**src/rtl/spi_mem_target.sv**
```systemverilog
// SPI mode-0 serial-memory target: 0x03 read / 0x02 write, 24-bit big-endian
// address with per-byte auto-increment, bridged to a byte-wide memory port.
module spi_mem_target #(
  parameter int SYNC_STAGES = 2
) (
  input  logic        clk,
  input  logic        rst,
  input  logic        spi_clk,
  input  logic        spi_cs_n,
  input  logic        spi_mosi,
  output logic        spi_miso,
  output logic        spi_miso_oe,
  output logic [23:0] mem_addr,
  output logic        mem_rd,
  input  logic [7:0]  mem_rdata,
  output logic        mem_wr,
  output logic [7:0]  mem_wdata,
  output logic        busy,
  output logic        bad_cmd
);

  typedef enum logic [2:0] {IDLE, CMD, ADDR, RD_DATA, WR_DATA, IGNORE} state_t;

  state_t                 state;
  logic [SYNC_STAGES-1:0] sclk_sync;
  logic [SYNC_STAGES-1:0] cs_sync;
  logic [SYNC_STAGES-1:0] mosi_sync;
  logic                   sclk_prev;
  logic                   cs_prev;
  logic                   sclk_s;
  logic                   cs_s;
  logic                   mosi_s;
  logic                   rise;
  logic                   fall;
  logic                   cs_fall;
  logic [4:0]             bit_cnt;
  logic [7:0]             shift;
  logic [7:0]             shift_in;
  logic                   is_read;
  logic                   rd_cap;
  logic [7:0]             rd_buf;
  logic [7:0]             tx;

  // CS synchronizer resets to "selected" so a frame already in progress at
  // reset release is not mistaken for a fresh falling edge.
  always_ff @(posedge clk or posedge rst) begin
    if (rst) begin
      sclk_sync <= '0;
      cs_sync   <= '0;
      mosi_sync <= '0;
      sclk_prev <= 1'b0;
      cs_prev   <= 1'b0;
    end else begin
      sclk_sync <= {sclk_sync[SYNC_STAGES-2:0], spi_clk};
      cs_sync   <= {cs_sync[SYNC_STAGES-2:0], spi_cs_n};
      mosi_sync <= {mosi_sync[SYNC_STAGES-2:0], spi_mosi};
      sclk_prev <= sclk_sync[SYNC_STAGES-1];
      cs_prev   <= cs_sync[SYNC_STAGES-1];
    end
  end

  assign sclk_s   = sclk_sync[SYNC_STAGES-1];
  assign cs_s     = cs_sync[SYNC_STAGES-1];
  assign mosi_s   = mosi_sync[SYNC_STAGES-1];
  assign rise     = sclk_s & ~sclk_prev;
  assign fall     = ~sclk_s & sclk_prev;
  assign cs_fall  = ~cs_s & cs_prev;
  assign shift_in = {shift[6:0], mosi_s};

  always_ff @(posedge clk or posedge rst) begin
    if (rst) begin
      state       <= IDLE;
      spi_miso    <= 1'b0;
      spi_miso_oe <= 1'b0;
      mem_addr    <= '0;
      mem_rd      <= 1'b0;
      mem_wr      <= 1'b0;
      mem_wdata   <= '0;
      busy        <= 1'b0;
      bad_cmd     <= 1'b0;
      bit_cnt     <= '0;
      shift       <= '0;
      is_read     <= 1'b0;
      rd_cap      <= 1'b0;
      rd_buf      <= '0;
      tx          <= '0;
    end else begin
      mem_rd  <= 1'b0;
      mem_wr  <= 1'b0;
      bad_cmd <= 1'b0;
      // Read data returns one cycle after the strobe.
      rd_cap  <= mem_rd;
      if (rd_cap) rd_buf <= mem_rdata;
      // Write address advances after the strobe cycle that used it.
      if (mem_wr) mem_addr <= mem_addr + 24'd1;

      if (cs_s) begin
        state       <= IDLE;
        busy        <= 1'b0;
        spi_miso    <= 1'b0;
        spi_miso_oe <= 1'b0;
        rd_cap      <= 1'b0;
        bit_cnt     <= '0;
      end else begin
        case (state)
          IDLE: begin
            if (cs_fall) begin
              state   <= CMD;
              bit_cnt <= '0;
              busy    <= 1'b1;
            end
          end
          CMD: begin
            if (rise) begin
              shift <= shift_in;
              if (bit_cnt == 5'd7) begin
                bit_cnt <= '0;
                if (shift_in == 8'h03 || shift_in == 8'h02) begin
                  state   <= ADDR;
                  is_read <= (shift_in == 8'h03);
                end else begin
                  state   <= IGNORE;
                  bad_cmd <= 1'b1;
                end
              end else begin
                bit_cnt <= bit_cnt + 5'd1;
              end
            end
          end
          ADDR: begin
            if (rise) begin
              mem_addr <= {mem_addr[22:0], mosi_s};
              if (bit_cnt == 5'd23) begin
                bit_cnt <= '0;
                if (is_read) begin
                  state  <= RD_DATA;
                  mem_rd <= 1'b1;
                end else begin
                  state <= WR_DATA;
                end
              end else begin
                bit_cnt <= bit_cnt + 5'd1;
              end
            end
          end
          RD_DATA: begin
            if (rise) begin
              if (bit_cnt == 5'd7) begin
                bit_cnt  <= '0;
                mem_addr <= mem_addr + 24'd1;
                mem_rd   <= 1'b1;
              end else begin
                bit_cnt <= bit_cnt + 5'd1;
              end
            end else if (fall) begin
              spi_miso_oe <= 1'b1;
              // A fall at bit 0 starts a new byte from the prefetched data.
              if (bit_cnt == 5'd0) begin
                spi_miso <= rd_buf[7];
                tx       <= {rd_buf[6:0], 1'b0};
              end else begin
                spi_miso <= tx[7];
                tx       <= {tx[6:0], 1'b0};
              end
            end
          end
          WR_DATA: begin
            if (rise) begin
              shift <= shift_in;
              if (bit_cnt == 5'd7) begin
                bit_cnt   <= '0;
                mem_wdata <= shift_in;
                mem_wr    <= 1'b1;
              end else begin
                bit_cnt <= bit_cnt + 5'd1;
              end
            end
          end
          IGNORE: begin
          end
          default: state <= IDLE;
        endcase
      end
    end
  end

endmodule

```
**config.mk**
```make
export PLATFORM = sky130hd
export DESIGN_NAME = spi_mem_target
export DESIGN_NICKNAME = d
export VERILOG_FILES = /design/src/rtl/spi_mem_target.sv
export SDC_FILE = /design/constraint.sdc
export NUM_CORES = 1
export LEC_CHECK = 0
export CORE_MARGIN = 2
export CORE_UTILIZATION = 40
export DETAILED_ROUTE_END_ITERATION = 7
export HOLD_SLACK_MARGIN = 0.05
export PLACE_DENSITY = 0.71
export SLEW_MARGIN = 20
export SYNTH_ARGS = -nofsm -noshare
export SYNTH_HDL_FRONTEND = slang
export SYNTH_SLANG_ARGS = --single-unit
```
**constraint.sdc**
```tcl
create_clock -name clk -period 7.1 [get_ports clk]
set_input_delay 1.42 -clock clk [delete_from_list [all_inputs] [get_ports clk]]
set_output_delay 1.42 -clock clk [all_outputs]
set_load 0.02 [all_outputs]
```
Word level (Yosys, flattened, before mapping)

Cells that the tools add are included.

Register bits: 79
Input bits: 13
Output and inout bits: 38

Bitwise operators: 7
Reduce and logical (&&, ||, !) cells: 19
Add/subtract/negate cells: 2
Equal/unequal tests: 17
Mux-type cells: 50

Operators by type and width:

| operator                                                         | number |
|---|---|
| 24-bit two-way mux                                               | 5 |
| 24-bit case mux with 2 select lines                              | 1 |
| 5-bit two-way mux                                                | 6 |
| 1-bit two-way mux                                                | 26 |
| 24-bit by 1-bit adder with 24-bit output (second input constant) | 1 |
| 3-bit two-way mux                                                | 8 |
| 8-bit by 2-bit == test with 1-bit output (second input constant) | 2 |
| 3-bit != test (second input constant)                            | 5 |
| 5-bit case mux with 3 select lines                               | 1 |
| 3-bit case mux with 4 select lines                               | 1 |
| 4-bit AND reduction                                              | 3 |
| 8-bit two-way mux                                                | 1 |
| 2-bit nonzero test                                               | 4 |
| 3-bit by 2-bit == test with 1-bit output (second input constant) | 2 |
| 3-bit == test (second input constant)                            | 2 |
| 3-bit AND reduction                                              | 2 |
| 6-bit AND reduction                                              | 1 |
| 3-bit OR reduction                                               | 2 |
| 5-bit by 1-bit adder with 5-bit output (second input constant)   | 1 |
| 5-bit by 3-bit == test with 1-bit output (second input constant) | 1 |
| 5-bit == test (second input constant)                            | 1 |
| 5-bit logical NOT                                                | 1 |
| 5-bit AND reduction                                              | 1 |
| 1-bit NOT                                                        | 4 |
| other kinds (11)                                                 | 13 |

Longest topological paths before layout

Depth in word-level cells: 7
Gate-level depth with buffers: 7
Mapped depth without buffers: 6

Worst setup path before layout

OpenSTA, ideal clock, no wires.

Path type: register to register
Start: register mem_addr[6]
End: register mem_addr[16]
Cell stages (with the launch flop): 8
Buffers on the path: 2
Setup slack: 5109 ps
Setup time: 65 ps
Data arrival time: 1927 ps
Cell sequence: dfrtp_1 buf_4 nand4_4 or4_1 clkbuf_2 or3_1 o21ai_1 a22o_2

Longest elaborated chain between the ends: 6
Elaborated cells between the ends (all ways): 7
Those cells by class: add/sub (1); mux (6)

Ends and longest elaborated chain:

| what                                         | line    | text |
|---|---|---|
| start, declared                              | 13      | `output logic [23:0] mem_addr,` |
| start signal, assigned                       | 95      | `if (mem_wr) mem_addr <= mem_addr + 24'd1;` |
| start signal, assigned                       | 132     | `mem_addr <= {mem_addr[22:0], mosi_s};` |
| start signal, assigned                       | 150     | `mem_addr <= mem_addr + 24'd1;` |
| 24-bit by 1-bit adder with 24-bit output (*) | 95, 150 |  |
| 24-bit two-way mux                           | 95      |  |
| 24-bit two-way mux                           | 148     | `if (bit_cnt == 5'd7) begin` |
| 24-bit two-way mux                           | 147     | `if (rise) begin` |
| 24-bit case mux with 2 select lines          | 105     | `case (state)` |
| 24-bit two-way mux (*)                       | 97      | `if (cs_s) begin` |

Mark *: on every way between the ends. The rest lies on a longest branch, timed or not.
A chain may end at the register's enable or synchronous reset.

Worst setup path in the final report

Start: register mem_wr
End: output mem_wr

RTL lines:

| what                   | line | text |
|---|---|---|
| start, declared        | 16   | `output logic mem_wr,` |
| start signal, assigned | 77   | `mem_wr <= 1'b0;` |
| start signal, assigned | 89   | `mem_wr <= 1'b0;` |
| start signal, assigned | 173  | `mem_wr <= 1'b1;` |

No word-level cell between the ends.

==> flow_summary.json <==
{
  "outcome": "finished, final reports clean",
  "yosysMostFrequentCell": "dfrtp_1",
  "path_depth": 1,
  "core_area_um2": 10300,
  "ys_types": 65,
  "swShare_pct": 32.0,
  "fin_nets": 483,
  "fin_crit_sh_pct": 47.4,
  "synth_common_cells": "dfrtp_1 (78), nand2_1 (36), nor2_1 (29)",
  "pwr-share-clk_pct": 32.0,
  "grt_max_degree": 79,
  "dp_hpwl_mm": 6.64,
  "pwr-share-comb_pct": 23.7,
  "synth_area_leader_cell": "dfrtp_1",
  "syn-num-nets": 443,
  "route.vias.total": 3540,
  "intPower_mw": 0.854,
  "syn_inst": 427,
  "cts_tree": "yes",
  "port-buffer-count": 50,
  "worst-path-buf-inv": 1,
  "post_cts_buffers": 0,
  "cts_buffer_depth": 2,
  "start_kind": "flip-flop",
  "fin_hold_ws_ns": 0.353,
  "synthToLayoutAreaGrowth_pct": 20.2,
  "first_global_vias": 3304,
  "timing.max_cap.violations": 0,
  "yosys-top-cells-area": "dfrtp_1 (46%), mux2_2 (6.4%), nand2_1 (3.2%)",
  "grt_pass1_wl_mm": 16.2,
  "critical_path_arrival_ns": 1.94,
  "cts_resized": 0,
  "wl_mm": 9.75,
  "required_ns": 5.68,
  "slew_viol_final": 0,
  "synthFlopType": "dfrtp_1",
  "ys_async_sr_fraction_pct": 100,
  "grt.total_usage_pct": 17.7,
  "crit_family": "flip-flops",
  "routedWlPerCell_um": 16.0,
  "placed_cell_area_um2": 4800,
  "skew_ns": 0.00940,
  "rr_worst_depth": 5,
  "reg2reg_slack_ns": 4.36,
  "relSlewSlack_pct": 42.3,
  "drive_gt1_share_pct": 12.7,
  "dr.pass1.iters": 5,
  "rsz0062_at_grt": "false",
  "tns_ns": 0,
  "pin_count": 51,
  "numCtsBuffers": 9,
  "syn_area_per_cell_um2": 9.90,
  "yosysSeqAreaShare_pct": 46.2,
  "synth_area_um2": 4230,
  "hold_violations": 0,
  "hp-class": "reg -> reg",
  "p_seq_share_pct": 44.4,
  "num_antenna_cells": 0,
  "worst-path-max-fanout": 20,
  "power.total_mw": 1.26,
  "yosys_warnings": 0,
  "cts_hold_buf": 0,
  "yosys.area.top_type_share_pct": 46.2,
  "path_clk_slew_ns": 0.08,
  "cts_num_sinks": 78,
  "vias_per_cell": 5.82,
  "grt_antenna_before_repair": 0,
  "clk_latency_ns": 0.36,
  "grt-ovfl-total": 0,
  "achievable-frequency_mhz": 297,
  "drc_errors": 0,
  "finalWeightedCongestion": 0.877,
  "p_leak_nw": 2.03,
  "crit_type": "reg -> out",
  "final_area_um2": 5080,
  "worst_setup_path_end_kind": "output port",
  "crit_path_max_incr_delay_ns": 0.82,
  "ant_nets": 0,
  "worst_pin_slew_ns": 0.864,
  "initial_core_util_pct": 41.1,
  "peakVddDrop_v": 0.000116,
  "rows": 37,
  "power_switching_mw": 0.401,
  "ys_ff_latch": 78,
  "setup_viol": 0,
  "root_buffer": "clkbuf_8",
  "die_w_um": 107,
  "min_path_cells": 0,
  "synth-edff-count": 0,
  "period_needed_ns": 3.36,
  "p_per_area_nw_per_um2": 247,
  "drt_iter0_markers": 240,
  "slowest_stage": "dfrtp_1",
  "htree_levels": 3,
  "crit_chain": "clkdlybuf4s50_1",
  "die_area_um2": 11400,
  "die_h_um": 107
}
-- per-layer routing --
layer  global-route usage (%)  up-vias  wire [um]  share of wire [%]
met5                        0        -          0                  0
met4                     6.03        0        170                1.7
met3                     3.65       21        604                6.2
met2                     27.9      135       4660                 48
met1                     24.2     1724       4320                 44
li1                         -     1660          -                  -
-- power groups by stage --
stage | combinational, mW | sequential [mW] | clock [mW]
floorplan | 0.255 | 0.530 | 0
global placement | 0.283 | 0.559 | 0
detailed placement | 0.291 | 0.563 | 0
CTS | 0.293 | 0.555 | 0.411
global route | 0.333 | 0.566 | 0.432
finish | 0.297 | 0.557 | 0.401
-- worst paths after layout --
check                                  startpoint                endpoint
setup / recovery                 mem_wr$_DFF_PP0_                  mem_wr
hold / removal             mosi_sync[0]$_DFF_PP0_  mosi_sync[1]$_DFF_PP0_
setup reg to reg             cs_sync[1]$_DFF_PP0_  mem_addr[20]$_DFF_PP0_
hold reg to reg            mosi_sync[0]$_DFF_PP0_  mosi_sync[1]$_DFF_PP0_
max in group asynchronous                     rst       tx[2]$_DFFE_PP0P_
min in group asynchronous                     rst    cs_sync[0]$_DFF_PP0_
-- sequential cells by signal (all words and copies together), names as in the netlist, 2 cells and up --
register   cells
mem_wdata      8
shift          7
rd_buf         8
mosi_sync      2
cs_sync        2
state          3
tx             7
sclk_sync      2
bit_cnt        5
mem_addr      24
-- stage by stage --
step           std cells  worst slack [ns]  utilization [%]
2_1_floorplan        427              3.68                -
3_3_place_gp         591              4.16             46.7
3_5_place_dp         591              4.16             46.7
4_1_cts              607              3.73             49.1
5_1_grt              608              3.68             49.4
6_report             608              3.74             49.4
-- cells by family (layout without fill, tap and decap cells) --
logic type	count (synthesis)	after routing	share of synthesized area, %
compound gates	105	105	16.6
flops	78	78	46.2
xor+xnor	18	18	3.73
fa+ha+maj	3	3	0.888
simple gates	154	154	20.0
buf+inv	36	81	4.06
mux	33	33	8.53
-- cells in the final DEF (no fill, tap or decap), drive strengths merged, types with 2 or more instances in the layout --
master,netlist,final
clkbuf,8,11
bufinv,0,3
or4,2,2
clkdlybuf4s50,0,50
o22ai,9,9
a31oi,6,6
a22oi,4,4
dfrtp,78,78
mux2,24,24
nor3,16,16
or3b,3,3
inv,11,11
a32o,2,2
o21ai,24,24
nand2,36,36
o31ai,5,5
nor2,30,30
nor3b,6,6
ha,3,3
and4,3,3
mux2i,9,9
a211oi,4,4
nand3,17,17
and3,4,4
buf,17,4
nor4b,3,3
o21a,2,2
o2bb2ai,3,3
o211ai,7,7
a21oi,26,26
clkinv,0,2
o32ai,2,2
nor4,7,7
nand4,11,11
xnor2,11,11
xor2,7,7
o2111ai,3,3
nor2b,5,5
nand2b,4,4
-- cell type report --
type / count / area (um2)
timing repair buffer: 54 / 543
fill: 954 / 5200
inverter: 11 / 41.3
tap: 136 / 170
clock inverter: 5 / 108
sequential: 78 / 1950
multi-input combinational: 313 / 2130
clock buffer: 11 / 131
(Power assumes the default switching activity.)
